$ cat config.mk
export PLATFORM = sky130hd
export DESIGN_NAME = x_loop_seq_flat
export DESIGN_NICKNAME = d
export VERILOG_FILES = /design/src/rtl/x_loop_seq_if.sv /design/src/rtl/x_loop_seq.sv /design/src/flat_wrapper.sv
export SDC_FILE = /design/constraint.sdc
export NUM_CORES = 1
export LEC_CHECK = 0
export BUFFER_PORTS_ARGS = -buffer_cell sky130_fd_sc_hd__buf_2
export CORE_MARGIN = 2
export CORE_UTILIZATION = 51
export CTS_CLUSTER_SIZE = 8
export DETAILED_ROUTE_END_ITERATION = 6
export HOLD_SLACK_MARGIN = 0.15
export PLACE_DENSITY = 0.76
export SLEW_MARGIN = 25
export SYNTH_ARGS = -nofsm -noshare
export SYNTH_HDL_FRONTEND = slang
export SYNTH_SLANG_ARGS = --single-unit
$ cat constraint.sdc
create_clock -name clk -period 1.9 [get_ports clk]
set_input_delay 0.285 -clock clk [delete_from_list [all_inputs] [get_ports clk]]
set_output_delay 0.285 -clock clk [all_outputs]
set_load 0.03 [all_outputs]
$ cat src/rtl/x_loop_seq_if.sv
// x_loop_seq_if: control and X-register lines for the X counted-loop sequencer.
//   slave  : view used by x_loop_seq (takes start/abort/step_ack/im/iz, drives the rest)
//   master : view used by the control unit / X register side
//   start, abort, step_ack : loop control and step handshake from the requester
//   im, iz                 : X minus / X zero flags from the X register
//   ld_req, lx, ex, inx, dex : bus source request and X register strobes
//   step_req, busy, done, err, abt, iter : loop status
interface x_loop_seq_if;
  logic        start;
  logic        abort;
  logic        step_ack;
  logic        im;
  logic        iz;
  logic        ld_req;
  logic        lx;
  logic        ex;
  logic        inx;
  logic        dex;
  logic        step_req;
  logic        busy;
  logic        done;
  logic        err;
  logic        abt;
  logic [11:0] iter;

  modport slave (
    input  start, abort, step_ack, im, iz,
    output ld_req, lx, ex, inx, dex, step_req, busy, done, err, abt, iter
  );

  modport master (
    output start, abort, step_ack, im, iz,
    input  ld_req, lx, ex, inx, dex, step_req, busy, done, err, abt, iter
  );
endinterface

$ cat src/rtl/x_loop_seq.sv
// x_loop_seq: counted-loop sequencer for the X pointer register.
// Loads X from the bus, then issues one handshaked step per count, driving X
// onto the bus as the step address and decrementing X until iz reports zero.
//   clk   : system clock, rising edge
//   clr_n : asynchronous active-low reset
//   ctl   : x_loop_seq_if.slave (loop control, step handshake, X strobes, status)
//
// state | meaning
// IDLE  | waiting for start; abort_pend cleared
// LOAD  | lx + ld_req, X captures the count from the bus
// CHECK | decide: abort, negative count, zero reached, or another step
// STEP  | ex + step_req, X address on bus until step_ack or abort
// DEC   | dex, X decrements
// DONE  | one-cycle done pulse
module x_loop_seq (
  input  logic          clk,
  input  logic          clr_n,
  x_loop_seq_if.slave   ctl
);

  typedef enum logic [2:0] {
    IDLE  = 3'd0,
    LOAD  = 3'd1,
    CHECK = 3'd2,
    STEP  = 3'd3,
    DEC   = 3'd4,
    DONE  = 3'd5
  } state_t;

  state_t      state;
  logic        abort_pend;
  logic        ld_req_q;
  logic        lx_q;
  logic        ex_q;
  logic        dex_q;
  logic        step_req_q;
  logic        busy_q;
  logic        done_q;
  logic        err_q;
  logic        abt_q;
  logic [11:0] iter_q;

  // Outputs are registered together with the state so each one is a flop
  // output; the next-state branch sets the values that belong to the state
  // being entered.
  always_ff @(posedge clk or negedge clr_n) begin
    if (!clr_n) begin
      state      <= IDLE;
      abort_pend <= 1'b0;
      ld_req_q   <= 1'b0;
      lx_q       <= 1'b0;
      ex_q       <= 1'b0;
      dex_q      <= 1'b0;
      step_req_q <= 1'b0;
      busy_q     <= 1'b0;
      done_q     <= 1'b0;
      err_q      <= 1'b0;
      abt_q      <= 1'b0;
      iter_q     <= 12'd0;
    end else begin
      case (state)
        IDLE: begin
          abort_pend <= 1'b0;
          if (ctl.start) begin
            state    <= LOAD;
            lx_q     <= 1'b1;
            ld_req_q <= 1'b1;
            busy_q   <= 1'b1;
            iter_q   <= 12'd0;
            err_q    <= 1'b0;
            abt_q    <= 1'b0;
          end
        end

        LOAD: begin
          if (ctl.abort) abort_pend <= 1'b1;
          lx_q     <= 1'b0;
          ld_req_q <= 1'b0;
          state    <= CHECK;
        end

        CHECK: begin
          if (abort_pend) begin
            state  <= DONE;
            abt_q  <= 1'b1;
            busy_q <= 1'b0;
            done_q <= 1'b1;
          end else if (ctl.im) begin
            // Only a loaded count with bit 11 set can get here; decrements
            // stop at zero so X never wraps negative.
            state  <= DONE;
            err_q  <= 1'b1;
            busy_q <= 1'b0;
            done_q <= 1'b1;
          end else if (ctl.iz) begin
            state  <= DONE;
            busy_q <= 1'b0;
            done_q <= 1'b1;
          end else begin
            state      <= STEP;
            ex_q       <= 1'b1;
            step_req_q <= 1'b1;
          end
        end

        STEP: begin
          if (ctl.step_ack) begin
            // An acknowledged step always completes; a coincident abort is
            // deferred to the next CHECK.
            if (ctl.abort) abort_pend <= 1'b1;
            iter_q     <= iter_q + 12'd1;
            ex_q       <= 1'b0;
            step_req_q <= 1'b0;
            dex_q      <= 1'b1;
            state      <= DEC;
          end else if (ctl.abort) begin
            ex_q       <= 1'b0;
            step_req_q <= 1'b0;
            abt_q      <= 1'b1;
            busy_q     <= 1'b0;
            done_q     <= 1'b1;
            state      <= DONE;
          end
        end

        DEC: begin
          if (ctl.abort) abort_pend <= 1'b1;
          dex_q <= 1'b0;
          state <= CHECK;
        end

        DONE: begin
          done_q <= 1'b0;
          state  <= IDLE;
        end

        default: begin
          state      <= IDLE;
          ld_req_q   <= 1'b0;
          lx_q       <= 1'b0;
          ex_q       <= 1'b0;
          dex_q      <= 1'b0;
          step_req_q <= 1'b0;
          busy_q     <= 1'b0;
          done_q     <= 1'b0;
        end
      endcase
    end
  end

  assign ctl.ld_req   = ld_req_q;
  assign ctl.lx       = lx_q;
  assign ctl.ex       = ex_q;
  assign ctl.inx      = 1'b0;
  assign ctl.dex      = dex_q;
  assign ctl.step_req = step_req_q;
  assign ctl.busy     = busy_q;
  assign ctl.done     = done_q;
  assign ctl.err      = err_q;
  assign ctl.abt      = abt_q;
  assign ctl.iter     = iter_q;

endmodule
$ cat src/flat_wrapper.sv
// flat-port wrapper written by rule: the top's interface ports become plain ports
module x_loop_seq_flat 
  (clk, clr_n, ctl_start, ctl_abort, ctl_step_ack, ctl_im, ctl_iz, ctl_ld_req, ctl_lx, ctl_ex, ctl_inx, ctl_dex, ctl_step_req, ctl_busy, ctl_done, ctl_err, ctl_abt, ctl_iter);
  x_loop_seq_if ctl_i ();
  input  logic clk;
  input  logic clr_n;
  input wire logic [$bits(ctl_i.start)-1:0] ctl_start;
  input wire logic [$bits(ctl_i.abort)-1:0] ctl_abort;
  input wire logic [$bits(ctl_i.step_ack)-1:0] ctl_step_ack;
  input wire logic [$bits(ctl_i.im)-1:0] ctl_im;
  input wire logic [$bits(ctl_i.iz)-1:0] ctl_iz;
  output wire logic [$bits(ctl_i.ld_req)-1:0] ctl_ld_req;
  output wire logic [$bits(ctl_i.lx)-1:0] ctl_lx;
  output wire logic [$bits(ctl_i.ex)-1:0] ctl_ex;
  output wire logic [$bits(ctl_i.inx)-1:0] ctl_inx;
  output wire logic [$bits(ctl_i.dex)-1:0] ctl_dex;
  output wire logic [$bits(ctl_i.step_req)-1:0] ctl_step_req;
  output wire logic [$bits(ctl_i.busy)-1:0] ctl_busy;
  output wire logic [$bits(ctl_i.done)-1:0] ctl_done;
  output wire logic [$bits(ctl_i.err)-1:0] ctl_err;
  output wire logic [$bits(ctl_i.abt)-1:0] ctl_abt;
  output wire logic [$bits(ctl_i.iter)-1:0] ctl_iter;
  assign ctl_i.start = ctl_start;
  assign ctl_i.abort = ctl_abort;
  assign ctl_i.step_ack = ctl_step_ack;
  assign ctl_i.im = ctl_im;
  assign ctl_i.iz = ctl_iz;
  assign ctl_ld_req = ctl_i.ld_req;
  assign ctl_lx = ctl_i.lx;
  assign ctl_ex = ctl_i.ex;
  assign ctl_inx = ctl_i.inx;
  assign ctl_dex = ctl_i.dex;
  assign ctl_step_req = ctl_i.step_req;
  assign ctl_busy = ctl_i.busy;
  assign ctl_done = ctl_i.done;
  assign ctl_err = ctl_i.err;
  assign ctl_abt = ctl_i.abt;
  assign ctl_iter = ctl_i.iter;
  x_loop_seq u_core (.clk(clk), .clr_n(clr_n), .ctl(ctl_i));
endmodule
Word-level counts from Yosys, hierarchy flattened. Cells that the tools add are included.

Register bits after elaboration: 23. Input bits: 7. Output and inout bits: 22. Logic and storage cells: 93.

Add/subtract/negate cells: 1. Equal/unequal tests: 16. Multiplexer cells: 40. Bitwise operators: 5. Reduce and logical (&&, ||, !) cells: 21.

Operators by type and width (number): two-way mux 12 bit (2); one-hot mux 12 bit (2 select lines) (1); two-way mux 1 bit (22); two-way mux 3 bit (6); != test 2 bit, second input constant (8); AND reduction 5 bit (3); adder 12 x 1 -> 12 bit, second input constant (1); one-hot mux 1 bit (3 select lines) (4); one-hot mux 3 bit (4 select lines) (1); OR reduction 4 bit (3); AND reduction 2 bit (4); AND reduction 4 bit (2); equality test 3 x 2 -> 1 bit, second input constant (2); equality test 3 bit, second input constant (2); one-hot mux 1 bit (2 select lines) (3); nonzero test 3 bit (2); OR reduction 3 bit (2); inverter 1 bit (5); != test 4 x 3 -> 1 bit, second input constant (1); one-hot mux 1 bit (4 select lines) (1); nonzero test 2 bit (2); equality test 3 x 1 -> 1 bit, second input constant (1); zero test 3 bit (1); != test 3 bit, second input constant (1); other kinds (3) (3).

Depth between registers and ports, before layout.
Depth in word-level cells: 4. Gate-level depth with buffers: 6. Depth with buffers taken out: 5.

Worst setup path after synthesis. Ideal clock, no wire load.

Path kind: register to register. Start: register u_core.state[1]. End: register u_core.iter_q[11], in the netlist u_core.ctl.iter[11]. Library setup time: 0.078 ns. Arrival: 1.696 ns. Required time: 1.822 ns. Setup slack: 0.126 ns. Stages on the path, launching flop included: 6. Buffers on the path: 1. Period minus slack after synthesis: 1.774 ns. Cell sequence: dfrtp_1 -> buf_2 -> or4b_4 -> a21o_1 -> or3_1 -> a21oi_1.

Longest elaborated chain between the ends: 3. Elaborated cells on any way between the ends: 7. Those cells by class: 3 x eq/ne; 1 x mux; 3 x reduce/logical.

RTL lines: start: declaration (line x_loop_seq.sv:30) `state_t state;`; start signal: assignment (line x_loop_seq.sv:48) `state <= IDLE;`; start signal: assignment (line x_loop_seq.sv:65) `state <= LOAD;`; start signal: assignment (line x_loop_seq.sv:79) `state <= CHECK;`; equality test 3 x 2 -> 1 bit or zero test 3 bit (tied branches) (line x_loop_seq.sv:61) `case (state)`; != test 2 bit (no source line) or nonzero test 2 bit (tied branches); AND reduction 3 bit (no source line); end signal: assignment (line x_loop_seq.sv:111) `iter_q <= iter_q + 12'd1;`; end: declaration (line x_loop_seq.sv:41) `logic [11:0] iter_q;`.

Several ways; a longest one is shown, not always the timed one. A chain may end at the register's enable or synchronous reset.

Final worst setup path.
Start: register u_core.state[0]. End: register u_core.iter_q[11], in the netlist u_core.ctl.iter[11].

Same word-level chain as after synthesis.

==> results.env <==
WORSTSETUPENDPOINTTYPE='register'
POWER.IR.VDD_WORST_mV=0.988
SYNTH_CELLS=134
SYNTH_AREA_LEADER_CELL='dfrtp_1'
GRT_PASS1_WL_MM=4.37
DRTANTENNAVIOLNETS=0
DPL-INSTANCE-AREA_MM2=0.00141
SYNTH_COMPOUND_GATE_AREA_SHARE_PCT=18.0
GR-TOTAL-OVERFLOW=0
SYNTH_SEQUENTIAL_AREA_RATIO_PCT=45.8
CTS.HTREE.LEVELS=1
GR-USAGE-ALL-LAYERS_PCT=20.9
TIMING.FINAL.CRIT_SHARE_PCT=91.1
ROWS=17
WORST_HOLD_SLACK_PS=295
FMAX_MHz=578
FINALPOWER_mW=1.97
YOSYS-TOP-CELLS-AREA='dfrtp_1 46%, a21oi_1 4.4%, o21ai_0 4.0%, nor2_1 3.9%, xor2_1 3.5%'
SETUP.WORST_PATH.START_CLASS='register'
PLACEMENT.SETUP.WORST_SLACK_PS=193
RSZ0062_AT_GRT='false'
SYNTH-ASYNC-RESET-RATIO_PCT=100
CTS.REPORTEDPATHS.CLKPINSLEW_PS=120
DRT_WL_TOTAL_MM=2.58
POSTSYNTH.TOPFLOPCELL='dfrtp_1'
VIAS=1073
FINAL.SETUP.WORST_SLACK_PS=169
CLOCK_SINKS=23
GRT_ANTENNA_BEFORE_REPAIR=0
FINALCRITICALPERIOD_PS=1730
PROPORTION_OF_LAYOUT_CELLS_WITH_A_DRIVE_SUFFIX_ABOVE_1_PCT=24.2
PATH_CELLS='or4b_4 > a21o_1 > or3_1 > a21oi_1'
DRC=0
MAIN_COMBINATIONAL_CELL_FAMILY_BY_AREA_AFTER_SYNTHESIS='simple AND/OR/NAND/NOR gates'
POSTSYNTHNETCOUNT=143
FINAL-SETUP-VIOL-COUNT=0
ANTENNA_CELLS_INSERTED=0
CRIT_FAMILY='simple AND/OR/NAND/NOR gates'
SYNTH-ADDER-AREA-SHARE_PCT=1.99
ROUTED_WIRELENGTH_NORMALIZED_BY_INSTANCE_COUNT_UM=13.7
POST_CTS_RESIZED=0
DIE_H_UM=53.6
WORST_PATH_LARGEST_CELL_DELAY_PS=540
PLACE.PORT_BUFFERS=27
SYNTH_XOR_XNOR_AREA_SHARE_PCT=4.88
NUMBER_OF_PRIMARY_I_O_PINS=29
GRT_START_MAX_NET_PINS=24
MAX-SLEW-MARGIN-REL_PCT=66.4
AVGSYNTHCELLAREA_UM2=9.37
DIE_X_EXTENT_UM=53.6
HOLDCRITPATHCLASS='in -> reg'
FINALSETUPTNS_PS=0
FIRST_ITER_VIOLATIONS=19
FILLER_CELL_COUNT=201
WORST_SKEW_PAIR.LATE_LATENCY_PS=300
WORST_PATH_BUF_INV=0
POST_DRT_VIA_CELL_RATIO=5.68
SYNTHTOLAYOUTAREAGROWTH_PCT=14.7
DESIGN.DIE.AREA_MM2=0.00288
SYNTH.DISTINCT_CELLS=40
SYNTH-SEQ-CELLS=23
DESIGN.FINAL.NETS=171
CTS_MADE_BUFFERS=3
MOSTFREQUENTLAYOUTCELLS='27 x buf_2, 23 x dfrtp_1, 13 x nor2_1, 11 x a21oi_1'
RUN_STATUS='completed'
SYNTH_LARGEST_TYPE_AREA_FRACTION_PCT=45.8
CRITPATHARRIVALTIME_PS=1970
NUMBER_OF_FLOPS_MAPPED_TO_ENABLE_CELLS_BY_YOSYS=0
CORE_REGION_AREA_MM2=0.00228
ROUTABILITYCONGESTION=0.896
SYNTH-SIMPLE-AREA-SHARE_PCT=21.0
YOSYSWARNINGS=0
FINAL_UTIL_PCT=63.3
CRITICAL_PATH_REQUIRED_PS=2130
MAX-CAP-VIOLATIONS=0
WORST_SLEW_PIN_SLEW_PS=505
FIRSTDRTPASSITERS=5
TRITONCTS='built'
CTS-ROOT-BUF='clkbuf_4'
MAPPEDNETLISTAREA_MM2=0.00126
DP_CELLS=184
FINALINSTANCEAREA_MM2=0.00144
INITIAL_CELL_DENSITY_OF_THE_CORE_PCT=55.2
FINALHOLDVIOLCOUNT=0
DRV_SLEW=0
SLOWEST_STAGE='or4b_4'
FINALNONFILLERCELLS=189
CRIT_TYPE='reg -> reg'
GRT_PASS1_VIAS=1028
MOSTFREQUENTLAYOUTCELL='buf_2'
P_LEAK_nW=0.688
DETAILED_PLACE_HPWL_MM=1.93
SYNTH_MUX_AREA_SHARE_PCT=1.79
TIMING.CLOCK.SKEW_PS=3.32
MAX-CLOCK-PATH-BUFFERS=2
P_PER_AREA_mW_PER_MM2=1370
CRIT_PATH_MAX_FANOUT=5
==> registers in the layout, summed over array words and instances, names as in the netlist <==
name               cells
u_core.state           3
u_core.ctl.dex         1
u_core.ctl.iter       12
u_core.ctl.err         1
u_core.ctl.abt         1
u_core.ctl.ld_req      1
u_core.ctl.done        1
u_core.abort_pend      1
u_core.ctl.ex          1
u_core.ctl.busy        1
==> where the power goes <==
part | total (mW) | internal, mW | leakage, nW | switching (mW)
logic | 1.03 | 0.361 | 0.370 | 0.664
registers | 0.727 | 0.625 | 0.304 | 0.101
clock network | 0.219 | 0.0817 | 0.0150 | 0.137
total | 1.97 | 1.07 | 0.688 | 0.903
==> tightest hold or removal path, delay by kind of cell <==
family	cells	cell delay, ps
and+or+nand+nor	1	90
buffers and inverters	1	110
AOI/OAI and AO/OA	1	70
==> worst paths after layout <==
path | end | slack (ps) | depth (start not counted) | from
setup / recovery | u_core.ctl.iter[11] | 170 | 4 | u_core.state[0]
hold / removal | u_core.ctl.err | 290 | 3 | ctl_im
setup reg to reg | u_core.ctl.iter[11] | 170 | 4 | u_core.state[0]
hold reg to reg | u_core.ctl.done | 520 | 1 | u_core.ctl.done
max in group asynchronous | u_core.ctl.iter[1] | 1090 | 2 | clr_n
min in group asynchronous | u_core.ctl.iter[8] | 460 | 2 | clr_n
==> cells in the mapped netlist (all sizes together), types with 2 or more instances <==
| cell | count |
|---|---|
| nor4 | 2 |
| or3 | 3 |
| inv | 5 |
| nand2b | 2 |
| nand2 | 10 |
| a21o | 2 |
| a21oi | 11 |
| mux2 | 2 |
| clkbuf | 4 |
| nor3 | 2 |
| xnor2 | 2 |
| a211oi | 2 |
| o21ai | 11 |
| nor2 | 13 |
| a31oi | 3 |
| buf | 6 |
| and2 | 2 |
| xor2 | 5 |
| ha | 2 |
| o211ai | 2 |
| nand3 | 4 |
| a22o | 2 |
| dfrtp | 23 |
==> routing by layer <==
layer	up-vias	global-route usage [%]	wire length (µm)
li1	528	-	-
met1	499	25.8	1130
met2	42	34.2	1260
met3	4	3.33	161
met4	0	12.8	31
met5	-	0	0
==> cell families after synthesis <==
group,count (synthesis)
simple gates,47
other cells,1
buf+inv,15
compound gates,37
mux,2
flops,23
xor+xnor,7
fa+ha+maj,2
==> area by class of cell <==
cell class / instances / area [µm²] / share of cell area, %
repair buffers: 33 / 183 / 12.7
inverters: 5 / 18.8 / 1.30
multi-input cells: 96 / 603 / 41.8
clock buffers: 4 / 26.3 / 1.82
flip-flops and latches: 23 / 576 / 39.9
well taps: 28 / 35.0 / 2.43
==> repair_timing <==
action	CTS	global route
hold buffers	1	0
setup buffers	0	0
endpoints found under the hold margin	23	0
Note: power is estimated with default switching activity, not from simulation.
